**src/rtl/out_monitor.sv**
```systemverilog
// Watches the 10-bit core OUT bus and queues {timestamp, value} on every change.
// A small FIFO buffers the entries for the consumer; a settle detector reports a quiet bus.
module out_monitor #(
  parameter int DEPTH      = 8,
  parameter int TS_W       = 16,
  parameter int STABLE_CYC = 64
) (
  input  logic                     clk_pri,
  input  logic                     reset,
  input  logic [9:0]               out_in,
  input  logic                     en,
  input  logic                     rd_ready,
  output logic                     rd_valid,
  output logic [TS_W+9:0]          rd_data,
  output logic [$clog2(DEPTH):0]   count,
  output logic                     overflow,
  output logic                     settled
);

  localparam int AW = $clog2(DEPTH);
  localparam int SW = $clog2(STABLE_CYC) + 1;
  localparam logic [AW:0]   FULL_CNT = (AW+1)'(DEPTH);
  localparam logic [SW-1:0] SC_MAX   = SW'(STABLE_CYC - 1);

  localparam logic [1:0] S_IDLE    = 2'd0;
  localparam logic [1:0] S_TRACK   = 2'd1;
  localparam logic [1:0] S_SETTLED = 2'd2;

  logic [1:0]       r_state;
  logic [9:0]       r_in_q;
  logic [9:0]       r_last;
  logic [TS_W-1:0]  r_ts;
  logic [SW-1:0]    r_stable;
  logic [AW-1:0]    r_wptr;
  logic [AW-1:0]    r_rptr;
  logic [AW:0]      r_count;
  logic             r_ovf;
  logic [TS_W+9:0]  r_mem [DEPTH];

  logic w_changed, w_push, w_full, w_pop, w_wr;

  always_comb begin
    w_changed = (r_in_q != r_last);
    // IDLE always captures a baseline on enable; otherwise only real changes are pushed
    w_push    = en && ((r_state == S_IDLE) || w_changed);
    w_full    = (r_count == FULL_CNT);
    w_pop     = (r_count != '0) && rd_ready;
    w_wr      = w_push && (!w_full || w_pop);
  end

  always_ff @(posedge clk_pri) begin
    if (!reset && w_wr) r_mem[r_wptr] <= {r_ts, r_in_q};
  end

  always_ff @(posedge clk_pri) begin
    if (reset) begin
      r_state  <= S_IDLE;
      r_in_q   <= '0;
      r_last   <= '0;
      r_ts     <= '0;
      r_stable <= '0;
      r_wptr   <= '0;
      r_rptr   <= '0;
      r_count  <= '0;
      r_ovf    <= 1'b0;
    end else begin
      r_in_q <= out_in;
      if (r_ts != '1) r_ts <= r_ts + 1'b1;

      if (!en) begin
        r_state <= S_IDLE;
      end else if (r_state == S_IDLE || w_changed) begin
        r_last   <= r_in_q;
        r_stable <= '0;
        r_state  <= S_TRACK;
      end else if (r_state == S_TRACK) begin
        if (r_stable == SC_MAX) r_state  <= S_SETTLED;
        else                    r_stable <= r_stable + 1'b1;
      end

      if (w_wr)  r_wptr <= r_wptr + 1'b1;
      if (w_pop) r_rptr <= r_rptr + 1'b1;
      case ({w_wr, w_pop})
        2'b10:   r_count <= r_count + 1'b1;
        2'b01:   r_count <= r_count - 1'b1;
        default: r_count <= r_count;
      endcase
      if (w_push && w_full && !w_pop) r_ovf <= 1'b1;
    end
  end

  assign rd_valid = (r_count != '0);
  assign rd_data  = r_mem[r_rptr];
  assign count    = r_count;
  assign overflow = r_ovf;
  assign settled  = (r_state == S_SETTLED);

endmodule
```
**config.mk**
```make
export PLATFORM = sky130hd
export DESIGN_NAME = out_monitor
export DESIGN_NICKNAME = d
export VERILOG_FILES = /design/src/rtl/out_monitor.sv
export SDC_FILE = /design/constraint.sdc
export NUM_CORES = 1
export LEC_CHECK = 0
export CAP_MARGIN = 20
export CORE_MARGIN = 3
export CORE_UTILIZATION = 60
export CTS_CLUSTER_SIZE = 28
export DETAILED_ROUTE_END_ITERATION = 10
export GPL_TIMING_DRIVEN = 0
export MAX_ROUTING_LAYER = met4
export PLACE_DENSITY = 0.82
export RECOVER_POWER = 50
export SLEW_MARGIN = 20
export SYNTH_ARGS = -nofsm -noshare
export SYNTH_HDL_FRONTEND = slang
export SYNTH_SLANG_ARGS = --single-unit
```
**constraint.sdc**
```tcl
create_clock -name clk_pri -period 6.2 [get_ports clk_pri]
set_input_delay 1.86 -clock clk_pri [delete_from_list [all_inputs] [get_ports clk_pri]]
set_output_delay 1.86 -clock clk_pri [all_outputs]
set_load 0.1 [all_outputs]
```
==> flow_summary.ini, run 1 <==
[outcome]
status = finished clean

[synthesis]
post-synth-top-area-cell = edfxtp_1
yosysTopAreaCellShare = 0.5989
syn_area_per_cell_sq_um = 17.47
synth_xor_area_frac = 0.02268
muxShareOfSynthArea = 0.1470
synthFlopType = edfxtp_1
ys_types = 53
synth-simple-area-share = 0.06647
seq_area_frac_synth = 0.7122
synth_compound_area_frac = 0.03119
synth_top_family_by_area = multiplexers
syn_inst = 597
ys_ff_latch = 267
syn-num-nets = 616
synth_edf_count = 208
yosys.area_share.adder = 0.005999
synth_area_leaders = edfxtp_1 (60%), dfxtp_1 (11%), mux4_2 (11%), mux2_2 (2.8%), nand2_1 (1.5%)
syn_area_sq_mm = 0.01043
async_flop_share = 0
yosysWarnings = 0

[final_layout]
multiInputGateArea_sq_mm = 0.002888
fin_cells = 936
regArea_sq_mm = 0.007427
final_util = 0.7331
antenna_cells = 0
final_cell_area_sq_mm = 0.01233
nets = 717
drive_above_1_share = 0.2360
n_fill_cell = 980
area_delta_synth_final_pct = 18.22

[power]
pwr-share-seq = 0.401
swShare = 0.3082
comb_power_share = 0.268
power_density_mw_per_mm2 = 405.0
power_leakage_nw = 4.161
p_total_mw = 4.993
p_clk_frac = 0.331
irDropWorstVdd_mv = 0.3528
p_int_mw = 3.454
power.switching_mw = 1.539

[grt]
first_global_vias = 6104
gr-usage-all-layers = 0.2441
grt_pass1_wl_microns = 33890
grt_start_max_net_pins = 18
grt_antenna_before_repair = 0
grt_overflow = 0

[worst_setup_path]
timing.rr.start = r_in_q[7]
path_common_cell = clkbuf_1
rr_endpoint = r_mem[1][8]
rr_worst_depth = 9
critical_path_class = register to primary output
cpPeakStageDelay_ns = 0.98
required_ns = 4.34
cp_max_fo = 10
end_kind = primary output
worstPathCellList = clkbuf_1 -> clkbuf_1 -> mux4_2 -> mux2_2 -> clkdlybuf4s50_1
crit_end = rd_data[4]
cp.arrival_ns = 3.55
rrSetupSlack_ns = 2.66
startpoint_type = register
cp_slowest_cell = clkdlybuf4s50_1

[die]
initial_core_util = 0.6201
fp.dieH_microns = 137.8
ios = 47
design.core.area_sq_mm = 0.01682
rows = 47
die-area_sq_mm = 0.01900
fp.dieW_microns = 137.8

[min_path]
min-delay-path-class = register to register

[placed_design]
place_area_sq_mm = 0.01143
dp_cells = 891
io_buffers = 46
gp_congestion = 0.8314
dp_slack_ns = 1.367
hpwl_microns = 13790

[cts]
root_buffer = clkbuf_16
clk_latency_ns = 0.51
ctsHoldBuffers = 0
cts_resized = 0
post_cts_buffers = 0
cts.sinks = 267
cts_tree = built
cts_buffers = 25
cts_buffer_depth = 3
htreeDepth = 1
path_clk_slew_ns = 0.06

[timing]
slew_headroom = 0.3270
setup_viol = 0
timing.final.crit_share = 0.8730
tightest_slew_ns = 1.006
drv_slew = 0
setup_ws_ns = 0.7877
tns_ns = 0
rsz0062_at_grt = no
fin_crit_ns = 5.412
fmax_mhz = 184.8
finalHoldViolCount = 0
clock_skew_ns = 0.006740
whs_ns = 0.4603

[run]
max_cap_violations = 0

[drt]
wl_per_cell_microns = 22.68
drt_wl_total_microns = 21220
drt_pass1_iterations = 5
drc = 0
drt_iter0_drc = 523
vias = 5774
viasPerCell = 6.169
final_antenna_net_count = 0
## per-layer routing
| layer | track usage | vias up | routed length [microns] |
|---|---|---|---|
| met3 | 0.03616 | 54 | 1290 |
| met5 | - | - | 0 |
| met2 | 0.3921 | 250 | 10790 |
| met1 | 0.3230 | 2938 | 8498 |
| met4 | 0.09056 | 0 | 642 |
| li1 | - | 2532 | - |
## power groups by stage
stage / combinational [mW] / sequential [mW] / clock (mW)
after detailed placement: 1.34 / 2.04 / 0
after global routing: 1.40 / 2.01 / 1.74
after CTS: 1.35 / 2.00 / 1.66
after floorplan: 1.01 / 2.08 / 0
final: 1.34 / 2.00 / 1.65
after global placement: 1.31 / 2.04 / 0
## cells by family after synthesis
family / Yosys count
and+or+nand+nor: 133
adders and majority gates: 5
AOI/OAI and AO/OA: 48
xor gates and xnor gates: 27
DFF: 267
buffers and inverters: 34
muxes: 83
## worst min-delay path by stage
stage,start,to,cells past startpoint
floorplan,r_last[0],r_last[0],2
global placement,overflow,overflow,2
detailed placement,overflow,overflow,2
CTS,overflow,overflow,2
global route,r_last[9],r_last[9],2
finish,overflow,overflow,2
## registers in the layout (all words and copies together) (netlist names), named ones only
signal    flops
count         4
r_in_q       10
r_ts         16
overflow      1
r_state       2
r_last       10
r_rptr        3
r_mem       208
r_stable      7
r_wptr        3
## area by class of cell
type	count	area share
Timing Repair Buffer	74	0.05622
Clock buffer	32	0.05612
Tap cell	220	0.02233
Clock inverter	13	0.01715
Sequential cell	267	0.6024
Buffer	29	0.01005
Inverter	5	0.001522
Multi-Input combinational cell	296	0.2342
## synth_stat cells (all sizes together) (2+ instances only)
master   number
buf          10
and2          3
mux2         28
o2111ai       4
clkbuf       19
a21oi        24
inv           5
nor4          4
mux4         52
and3          8
nand2        41
nand3         4
nand4         8
nor2b        14
and4          4
dfxtp        59
nor3b         3
edfxtp      208
xor2         15
nor2         27
or2           2
nand3b        4
mux2i         3
o211ai        2
ha            5
o211a         2
nor3          6
a21o          2
or3           2
xnor2        12
o21ai         6
## placed cells by master (no fill, tap or decap), drive strengths merged, types with 4 or more instances in the layout
cell	n
clkinv	7
bufinv	6
dfxtp	59
nand4	8
clkbuf	53
xnor2	12
a21oi	24
nor3	6
buf	36
mux4	52
ha	5
inv	5
nor4	4
nand3	4
xor2	15
nor2	27
and3	8
nor2b	14
mux2	28
o21ai	6
o2111ai	4
clkdlybuf4s50	44
and4	4
edfxtp	208
nand2	41
nand3b	4
## critical path, delay by kind of cell (launching register included)
family / cells / cell delay, ns
muxes: 2 / 0.74
buffers and inverters: 3 / 1.98
DFF: 1 / 0.32
Power figures use the tool's default switching activity.
==> run 2: changes to the inputs <==
--- a/config.mk
+++ b/config.mk
@@ -5,6 +5,7 @@
 export SDC_FILE = /design/constraint.sdc
 export NUM_CORES = 1
 export LEC_CHECK = 0
+export ABC_CLOCK_PERIOD_IN_PS = 6200
 export CAP_MARGIN = 20
 export CORE_MARGIN = 3
 export CORE_UTILIZATION = 60
==> results of run 2 <==
No change in the layout: final DEF, timing and power equal those of run 1.
